===== src/rtl/imem_loader.sv =====
// Boot-time loader: holds the RV32 core in reset, streams program words into
// instruction memory over a valid/ready port, then releases the core.
module imem_loader #(
    parameter logic [31:0] BootVector = 32'h0000_0000,
    parameter int          MaxWords   = 1024,
    parameter bit          AutoRun    = 1'b0,
    localparam int         CntW       = $clog2(MaxWords) + 1
) (
    input  logic            clk,
    input  logic            reset,
    input  logic            load_start,
    input  logic            load_base_sel,
    input  logic [31:0]     load_base,
    input  logic            s_valid,
    input  logic [31:0]     s_data,
    input  logic            s_last,
    output logic            s_ready,
    output logic            imem_we,
    output logic [31:0]     imem_addr,
    output logic [31:0]     imem_wdata,
    output logic            core_reset,
    output logic            busy,
    output logic            done,
    output logic            overflow,
    output logic [CntW-1:0] word_count
);

    typedef enum logic [1:0] {HOLD, LOAD, RELEASE, RUN} state_t;

    state_t            state_q;
    logic [31:0]       base_q;
    logic [CntW-1:0]   count_q;
    logic              we_q;
    logic [31:0]       addr_q;
    logic [31:0]       wdata_q;
    logic              core_reset_q;
    logic              busy_q;
    logic              done_q;
    logic              overflow_q;

    logic              hs;
    logic              last_beat;
    logic [CntW-1:0]   count_d;
    logic [31:0]       addr_d;
    logic [31:0]       start_base;

    always_comb begin
        hs         = (state_q == LOAD) && s_valid;
        count_d    = count_q + 1'b1;
        // Address uses the pre-increment count; 32-bit add wraps silently.
        addr_d     = base_q + (32'(count_q) << 2);
        start_base = (load_base_sel ? load_base : BootVector) & 32'hFFFF_FFFC;
        last_beat  = hs && (s_last || (count_d == CntW'(MaxWords)));
    end

    always_ff @(posedge clk) begin
        if (reset) begin
            state_q      <= AutoRun ? RUN : HOLD;
            base_q       <= 32'h0;
            count_q      <= '0;
            we_q         <= 1'b0;
            addr_q       <= 32'h0;
            wdata_q      <= 32'h0;
            core_reset_q <= !AutoRun;
            busy_q       <= 1'b0;
            done_q       <= AutoRun;
            overflow_q   <= 1'b0;
        end else begin
            we_q <= hs;
            if (hs) begin
                addr_q  <= addr_d;
                wdata_q <= s_data;
                count_q <= count_d;
            end
            case (state_q)
                HOLD, RUN: begin
                    if (load_start) begin
                        state_q      <= LOAD;
                        base_q       <= start_base;
                        count_q      <= '0;
                        overflow_q   <= 1'b0;
                        core_reset_q <= 1'b1;
                        busy_q       <= 1'b1;
                        done_q       <= 1'b0;
                    end
                end
                LOAD: begin
                    if (last_beat) begin
                        state_q <= RELEASE;
                        if (!s_last) overflow_q <= 1'b1;
                    end
                end
                RELEASE: begin
                    // Final write lands this cycle; core leaves reset next.
                    state_q      <= RUN;
                    core_reset_q <= 1'b0;
                    busy_q       <= 1'b0;
                    done_q       <= 1'b1;
                end
                default: state_q <= HOLD;
            endcase
        end
    end

    assign s_ready    = (state_q == LOAD);
    assign imem_we    = we_q;
    assign imem_addr  = addr_q;
    assign imem_wdata = wdata_q;
    assign core_reset = core_reset_q;
    assign busy       = busy_q;
    assign done       = done_q;
    assign overflow   = overflow_q;
    assign word_count = count_q;

endmodule

===== config.mk =====
export PLATFORM = sky130hd
export DESIGN_NAME = imem_loader
export DESIGN_NICKNAME = d
export VERILOG_FILES = /design/src/rtl/imem_loader.sv
export SDC_FILE = /design/constraint.sdc
export NUM_CORES = 1
export LEC_CHECK = 0
export BUFFER_PORTS_ARGS = -buffer_cell sky130_fd_sc_hd__buf_2
export CORE_ASPECT_RATIO = 1.75
export CORE_MARGIN = 5
export CORE_UTILIZATION = 30
export DETAILED_ROUTE_END_ITERATION = 10
export GPL_ROUTABILITY_DRIVEN = 0
export SLEW_MARGIN = 10
export SYNTH_ARGS = -nofsm -noshare
export SYNTH_HDL_FRONTEND = slang
export SYNTH_SLANG_ARGS = --single-unit

===== constraint.sdc =====
create_clock -name clk -period 2.1 [get_ports clk]
set_input_delay 0.21 -clock clk [delete_from_list [all_inputs] [get_ports clk]]
set_output_delay 0.21 -clock clk [all_outputs]
set_load 0.02 [all_outputs]

==> results of run 1 <==
## area by class of cell
type	count	area, um2	share of cell area
clock buffers	9	225	0.0325
clock inverters	7	62.6	0.00902
inverters	12	45.0	0.00649
multi-input cells	415	2740	0.395
flip-flops and latches	110	2230	0.322
well taps	189	236	0.0341
repair buffers	224	1390	0.201
## flip-flops by register name, indices dropped and copies added (netlist names)
signal and count:
overflow 1, imem_we 1, base_q 30, word_count 11, busy 1, imem_addr 30
imem_wdata 32, done 1, state_q 2, core_reset 1
## tightest hold or removal path, delay by kind of cell
kind | cells | cell delay (ps)
buf+inv | 1 | 70
simple gates | 1 | 30
compound gates | 1 | 50
## Yosys cell counts (all sizes together) (3+ instances only)
library cell | n | share of area
nand2b | 4 | 0.0052
xnor2 | 11 | 0.020
nor2 | 37 | 0.029
a211oi | 3 | 0.0046
nand2 | 100 | 0.077
xor2 | 7 | 0.013
a22o | 26 | 0.047
or3 | 16 | 0.021
and2 | 3 | 0.0039
o211ai | 3 | 0.0046
inv | 12 | 0.0093
ha | 15 | 0.039
a31oi | 3 | 0.0039
or4 | 5 | 0.0077
dfxtp | 110 | 0.45
o31ai | 5 | 0.0077
nor3b | 5 | 0.0077
o21ai | 26 | 0.027
clkbuf | 27 | 0.021
nand4 | 10 | 0.013
a21oi | 59 | 0.061
buf | 6 | 0.0065
nand3b | 3 | 0.0046
a311oi | 15 | 0.027
nand3 | 19 | 0.021
nor3 | 9 | 0.0093
and3 | 4 | 0.0057
## cells by family (layout without fill, tap and decap cells)
kind of cell | after synthesis | after routing
AND/OR/NAND/NOR | 223 | 223
other | 1 | 2
XOR/XNOR | 18 | 18
AO/OA/AOI/OAI | 154 | 154
multiplexers | 2 | 2
buffers and inverters | 45 | 252
flip-flops | 110 | 110
adder cells (fa/ha/maj) | 16 | 16
## stage by stage
stage               cell area [um2]  utilization  cells  TNS (ps)
detailed placement             6290        0.396    939      -712
global placement               6290        0.396    939      -368
floorplan                      4910            -    570     -1.41
finish                         6940        0.437    966     -50.7
global route                   6940        0.437    966      -356
CTS                            6820        0.429    962     -44.9
## routing by layer
metal  up-vias  GRT usage  routed length, um
met1      2215      0.170               5920
met2       150      0.301               7880
li1       2447          -                  -
met5         -          0                  8
met4         2     0.0746                592
met3        32     0.0315                841
## power by group
group / switching [mW] / total (mW) / internal [mW] / leakage (nW)
sequential: 0.193 / 2.58 / 2.38 / 0.903
clock: 0.831 / 1.67 / 0.834 / 0.144
combinational: 1.09 / 1.78 / 0.695 / 1.88
## how the worst max path moves through the flow
stage             startpoint       endpoint  slack (ps)  cells after the start
3_3_place_gp   word_count[0]  imem_addr[12]         -90                      8
5_1_grt        word_count[0]     state_q[0]        -120                      6
2_1_floorplan  word_count[0]  imem_addr[20]        -0.7                      8
6_report       word_count[0]     state_q[0]         -50                      6
3_5_place_dp   word_count[0]  imem_addr[12]        -150                      8
4_1_cts        word_count[0]     state_q[0]         -40                      6
## repair_timing
item,in CTS,in global routing
resized for setup,28,26
gates cloned,1,0
pin swaps,10,28
endpoints found under the setup margin,12,15
buffers inserted,6,6
==> reports/qor.yml, run 1 <==
finalMaxSlewViolations: 0
r2r-end: "state_q[0]"
path_clk_slew_ps: 80
grt_pass1_vias: 4751
max_stage_delay_ps: 520
mostFrequentLayoutCell: "buf_2"
wire_per_inst_um: 15.8
clkSinkCount: 110
routed-via-count: 4846
portBuffers: 146
grt_overflow: 0
crit_slowest_cell: "or4b_4"
holdBufCountCts: 0
cts_buffers: 9
start_util: 0.305
die_width_um: 106
syn_area_um2: 4840
syn2layout_area_growth_pct: 43.2
dr.pass1.iters: 4
reg2regPathDepth: 6
synth-adder-area-share: 0.0429
ant_nets: 0
dominantRegCellSynth: "dfxtp_1"
r2r_setup_slack_ps: -50
synthCells: 569
reg2reg_from: "word_count[0]"
setup-violations-final: 1
fp.dieArea_um2: 18900
htreeDepth: 3
cts_tree: "done"
rsz0062_at_grt: "yes"
layout-drive-gt1-share: 0.385
violations: "negative setup slack"
drc: 0
final_cell_mix: "146 x buf_2, 97 x nand2_1, 94 x dfxtp_1"
wl_um: 15200
ys_seq_elements: 110
die_h_um: 178
crit_chain: "ha_4 -> nand4_1 -> or4b_4 -> a221oi_4 -> a31oi_2 -> mux2_4"
grt_pass1_wl_um: 23900
nFillCells: 1648
clock_latency_ps: 350
drtIter0Drc: 163
power.total_mw: 6.02
clockBufferDepth: 2
hold_class: "input pin to flop"
start_kind: "flop"
cp.required_ps: 2340
core_um2: 15900
layout.nets: 858
cp_num_buf_inv: 0
setup_slack_ps: -50.7
diodes: 0
cts_root_buffer: "clkbuf_16"
synth_mux_area_frac: 0.00439
antenna_found_initial: 1
relSlewSlack: 0.491
ys_seq_area_frac: 0.455
status: "finished with violations"
min_to: "base_q[21]"
hold_depth: 3
synthSimpleGateAreaFrac: 0.218
power_leakage_nw: 2.92
viasPerCell: 5.02
synthXorXnorAreaFrac: 0.0325
cp-end-kind: "flop"
arrival_ps: 2390
worst_pin_slew_ps: 763
critPathMaxFanout: 4
hold_violations: 0
synth_compound_area_frac: 0.210
synth_top_family_by_area: "simple AND/OR/NAND/NOR gates"
synth_edf_count: 0
synth.avg_cell_area_um2: 8.51
holdWs_ps: 49.6
synthArstFlopShare: 0
rows: 61
io_pins: 151
period_needed_ps: 2150
yosysWarningCount: 0
dpl.hpwl_um: 11600
drv_cap: 0
grt_max_degree: 50
place_ws_ps: -154
ir_drop_mv: 0.373
p_per_area_nw_per_um2: 868
yosys.cell_types.count: 52
fmaxAchievable_mhz: 465
path_delay_family: "simple AND/OR/NAND/NOR gates"
finalClockSkew_ps: 10.1
track_usage: 0.160
worstHoldStart: "load_base[21]"
post-route-period-util: 1.02
crit_type: "flop to flop"
Note: power is estimated with default switching activity, not from simulation.
==> inputs of run 2 (changes only) <==
Settings changed: BUFFER_PORTS_ARGS -buffer_cell sky130_fd_sc_hd__buf_2 to default, DONT_BUFFER_PORTS from default to 1.
Clock period 2.1 ns to 2.7 ns, I/O delays scaled along.
==> run 2 against run 1 <==
Net effect: the flow now finishes without violations; register-to-register slack gained 360 ps; combinational power shrank 54%; sequential share of layout area grew 7.9 points; sequential power shrank 13%; worst setup slack gained 360 ps; count of clock-buffer cells in the layout grew 2; total power shrank 28%; final cell count shrank 21%; critical endpoint is now imem_addr[28]; largest power group unchanged; highest routed layer is now met4.
==> reports/qor.yml, run 2 (synthesis gave the netlist of run 1 again) <==
rsz0062_at_grt: "no"
r2r_setup_slack_ps: 310  # +360 ps
cts_root_buffer: "clkbuf_16"
wire_per_inst_um: 18.9  # +20%
worst_pin_slew_ps: 585  # -178 ps
clock_latency_ps: 350  # about the same
holdBufCountCts: 2  # +2
htreeDepth: 3  # unchanged
die_h_um: 178  # unchanged
dpl.hpwl_um: 10700  # -7.5%
syn2layout_area_growth_pct: 13.2
layout-drive-gt1-share: 0.0882  # -0.297
relSlewSlack: 0.599  # +0.107
layout.nets: 659  # -23%
finalClockSkew_ps: 10.1  # +0.0197 ps
setup-violations-final: 0  # -1
tns_ps: 0  # +50.7 ps
viasPerCell: 5.47  # +8.9%
status: "complete, no violations"
finalMaxSlewViolations: 0  # unchanged
power_leakage_nw: 1.92  # -34%
fp.dieArea_um2: 18900  # unchanged
fmaxAchievable_mhz: 419  # -10%
grt_max_degree: 81  # +62%
clockBufferDepth: 2  # unchanged
start_kind: "flop"
track_usage: 0.153  # -0.00706
combPwrFrac: 0.189  # -0.107
arrival_ps: 2660  # +270 ps
reg2regPathDepth: 8  # +2
p_per_area_nw_per_um2: 792  # -8.8%
grt_pass1_vias: 4139  # -13%
cp-end-kind: "flop"
post_cts_resized: 0  # -100%
drv_cap: 0  # unchanged
r2r-end: "imem_addr[28]"
drc: 0  # unchanged
p_seq_frac: 0.516  # +0.088
net-switching-power_mw: 1.53  # -28%
largest_reg_flops: 32  # unchanged
ant_nets: 0  # unchanged
path_clk_slew_ps: 80  # about the same
start_util: 0.305  # unchanged
reg2reg_from: "word_count[0]"
cts_tree: "done"
holdWs_ps: 30.4  # -19.2 ps
mostFrequentLayoutCell: "dfxtp_1"
startpoint: "word_count[0]"
switching_share: 0.352  # +0.000985
grt_overflow: 0  # unchanged
clkSinkCount: 110  # unchanged
io_pins: 151  # unchanged
internal_power_mw: 2.82  # -28%
core_um2: 15900  # unchanged
routed-via-count: 4192  # -13%
drtIter0Drc: 220  # +35%
rows: 61  # unchanged
hold_violations: 0  # unchanged
ir_drop_mv: 0.296  # -21%
portBuffers: 0  # -100%
wl_um: 14500  # -4.9%
cts_buffers: 9  # unchanged
dr.pass1.iters: 4  # unchanged
final_cell_mix: "110 x dfxtp_1, 99 x nand2_1, 58 x a21oi_1"
diodes: 0  # unchanged
crit_type: "flop to flop"
post-route-period-util: 0.885  # -0.139
die_width_um: 106  # unchanged
postCtsSetupBuffers: 0  # -6
hold_class: "input pin to flop"
antenna_found_initial: 0  # -1
clkPwrFrac: 0.295  # +0.019
critPathMaxFanout: 18  # +14
period_needed_ps: 2390  # +239 ps
endpoint: "imem_addr[28]"
cp.required_ps: 2970  # +630 ps
grt_pass1_wl_um: 22200  # -7.1%
-- run 2: changes by cell type in the layout (fill, tap and decap cells not counted), moves of 3 or more --
cell / previous run / this run
buf_2: 146 / 0
buf_4: 69 / 21
dfxtp_1: 94 / 110
dfxtp_2: 11 / 0
ha_1: 5 / 15
ha_4: 10 / 0
dfxtp_4: 5 / 0
o21ai_0: 16 / 21
a21oi_1: 54 / 58
buf_6: 4 / 0
o21ai_1: 9 / 5
buf_12: 5 / 2
nand3_1: 15 / 18
-- run 2: layout make-up --
cell class                      instances  area (um2)
Clock buffer                           11         243
Fill cell                            1640       10400
Sequential cell                       110        2200
Tap cell                              189         236
Inverter                               12        45.0
Timing Repair Buffer                   25         235
Multi-Input combinational cell        415        2480
Clock inverter                          5        42.5
-- run 2: stage by stage --
step,cells,cell area (um2),util,setup slack (ps),power [mW]
6_report,767,5490,0.346,311,4.34
3_3_place_gp,749,5160,0.325,365,3.05
5_1_grt,767,5490,0.346,86.5,4.58
4_1_cts,767,5490,0.346,315,4.40
3_5_place_dp,749,5160,0.325,326,3.10
2_1_floorplan,570,4850,-,326,2.81
-- run 2: worst min-delay path by stage --
stage,start,endpoint,slack (ps),depth (start not counted)
floorplan,load_base[13],base_q[13],380,2
global placement,reset,imem_addr[28],350,1
detailed placement,reset,overflow,350,1
CTS,load_base[23],base_q[23],20,2
global route,load_base[29],base_q[29],30,1
finish,load_base[23],base_q[23],30,2
-- run 2: power groups by stage --
stage | sequential (mW) | combinational (mW) | clock (mW)
floorplan | 2.20 | 0.609 | 0
detailed placement | 2.29 | 0.814 | 0
global route | 2.27 | 0.936 | 1.37
CTS | 2.25 | 0.837 | 1.31
finish | 2.24 | 0.821 | 1.28
global placement | 2.28 | 0.774 | 0
-- run 2: routing by layer --
| layer | vias up | GRT usage | wire length [um] |
|---|---|---|---|
| met5 | - | 0 | 0 |
| met4 | 0 | 0.0659 | 465 |
| met3 | 27 | 0.0522 | 1110 |
| met2 | 159 | 0.292 | 7660 |
| met1 | 1961 | 0.148 | 5250 |
| li1 | 2045 | - | - |
-- run 2: critical path: stages (launching register included) --
cell      delay [ps]
dfxtp_1          420
ha_1             250
fa_1             240
a21oi_1          120
o21ai_1          180
a21oi_1           90
buf_4            210
or4_1            530
a311oi_1         270
==> inputs of run 3 (changes only) <==
Settings changed: CORE_UTILIZATION 30 to 55, PLACE_DENSITY from default to 0.7.
==> run 3 against run 2 <==
Net effect: clock power increased by 4%; hold slack improved by 4.9 ps; die area decreased by 43%; final cell count decreased by 9.9%; clock skew decreased by 2.0 ps; total power decreased by 0.32%; combinational power decreased by 5.6%; via count decreased by 2.6%; maximum frequency decreased by 2.1%; wire length decreased by 15%; design area decreased by 2.2%; count of clock-buffer cells in the layout increased by 2.
==> reports/qor.yml, run 3 (synthesis gave the netlist of run 1 again) <==
relSlewSlack: 0.447  # -0.151
track_usage: 0.223  # +0.0699
dpl.hpwl_um: 8860  # -18%
routed-via-count: 4084  # -2.6%
drc: 0  # unchanged
start_util: 0.559  # +0.254
wl_met2_um: 6230  # -19%
cp.required_ps: 2920  # -50 ps
reg2reg_from: "word_count[1]"
post_cts_resized: 0  # unchanged
path_clk_slew_ps: 70  # about the same
postCtsSetupBuffers: 0  # unchanged
rows: 45  # -26%
largest_reg_flops: 32  # unchanged
clock_latency_ps: 340  # about the same
startpoint: "word_count[1]"
wl_um: 12300  # -15%
status: "complete, no violations"
grt_pass1_wl_um: 18900  # -15%
cts_tree: "done"
fin_util: 0.618  # +0.273
viasPerCell: 5.91  # +8.1%
io_pins: 151  # unchanged
drt-met1-wl_um: 4530  # -14%
finalMaxSlewViolations: 0  # unchanged
grt_pass1_vias: 3902  # -5.7%
start_kind: "flop"
arrival_ps: 2660  # about the same
fp.dieArea_um2: 10900  # -43%
post-route-period-util: 0.904  # +0.0193
die_width_um: 80.9  # -24%
critPathMaxFanout: 6  # -12
holdBufCountCts: 2  # unchanged
drv_cap: 0  # unchanged
layout-drive-gt1-share: 0.0801  # -0.00810
mostFrequentLayoutCell: "dfxtp_1"
crit_type: "flop to flop"
drtIter0Drc: 203  # -7.7%
clockBufferDepth: 2  # unchanged
wl_met3_um: 1020  # -8.3%
portBuffers: 0  # unchanged
dp.cells: 673  # -10%
cp_num_buf_inv: 1  # unchanged
worst_pin_slew_ps: 829  # +243 ps
max_stage_delay_ps: 510  # -20 ps
r2r-end: "state_q[0]"
hold_class: "input pin to flop"
topRoutingLayerUsed: "met4"
crit_cells: 7  # -1
layout.nets: 655  # -0.61%
cts_buffers: 9  # unchanged
ant_nets: 0  # unchanged
core_um2: 8670  # -45%
dr.pass1.iters: 4  # unchanged
crit_slowest_cell: "or4b_4"
power_leakage_nw: 1.91  # -0.64%
cp-end-kind: "flop"
setup-violations-final: 0  # unchanged
path_delay_family: "simple AND/OR/NAND/NOR gates"
wire_per_inst_um: 17.7  # -6.2%
fmaxAchievable_mhz: 410  # -2.1%
nFillCells: 790  # -52%
final_cell_mix: "110 x dfxtp_1, 99 x nand2_1, 58 x a21oi_1"
p_per_area_nw_per_um2: 807  # +2.0%
setup_slack_ps: 258  # -52.1 ps
rsz0062_at_grt: "no"
reg2regPathDepth: 7  # -1
grt_max_degree: 56  # -31%
die_h_um: 134  # -25%
period_needed_ps: 2440  # +52.1 ps
instances_no_fill: 691  # -9.9%
crit_chain: "ha_1 -> nand4_1 -> or4b_4 -> a221oi_2 -> buf_4 -> a31oi_1 -> mux2_1"
hold_violations: 0  # unchanged
htreeDepth: 3  # unchanged
finalClockSkew_ps: 8.13  # -1.95 ps
endpoint: "state_q[0]"
antenna_found_initial: 0  # unchanged
place_ws_ps: 266  # -59.6 ps
syn2layout_area_growth_pct: 10.7
ir_drop_mv: 0.472  # +60%
grt_overflow: 0  # unchanged
r2r_setup_slack_ps: 260  # -50 ps
tns_ps: 0  # unchanged
clkSinkCount: 110  # unchanged
cts_root_buffer: "clkbuf_16"
diodes: 0  # unchanged
==> run 3: changes by cell type in the layout (fill, tap and decap cells not counted), sizes merged <==
cell    change
buf         -4
bufinv      +1
clkbuf      +2
clkinv      -1
inv         -2
==> run 3: how the worst min path moves through the flow <==
stage,from,end,depth (start not counted)
after floorplan,load_base[13],base_q[13],2
after global placement,reset,imem_addr[28],1
after detailed placement,reset,imem_addr[22],1
after CTS,reset,core_reset,2
after global routing,load_base[30],base_q[30],2
final,load_base[13],base_q[13],2
==> run 3: layout make-up <==
| type | count | area (um2) | area share |
|---|---|---|---|
| flip-flops and latches | 110 | 2200 | 0.411 |
| well taps | 117 | 146 | 0.0273 |
| clock buffers | 13 | 260 | 0.0485 |
| inverters | 12 | 45.0 | 0.00840 |
| repair buffers | 21 | 185 | 0.0345 |
| multi-input cells | 415 | 2480 | 0.463 |
| clock inverters | 3 | 42.5 | 0.00793 |
==> run 3: power breakdown <==
part / total, mW / internal, mW / switching, mW
Combinational: 0.775 / 0.281 / 0.494
Sequential: 2.22 / 1.85 / 0.371
Clock: 1.33 / 0.769 / 0.560
==> run 3: metal layers <==
metal / vias to the layer above / track usage
li1: 2030 / -
met1: 1891 / 0.236
met2: 137 / 0.383
met3: 26 / 0.0726
met4: 0 / 0.119
met5: - / 0
==> run 3: metrics by stage <==
stage / power, mW / hold WS, ps / instance area [um2]
floorplan: 2.81 / 379 / 4850
global placement: 2.99 / 351 / 5030
detailed placement: 3.03 / 353 / 5030
CTS: 4.37 / 26.6 / 5360
global route: 4.56 / 33.9 / 5360
finish: 4.33 / 35.3 / 5360
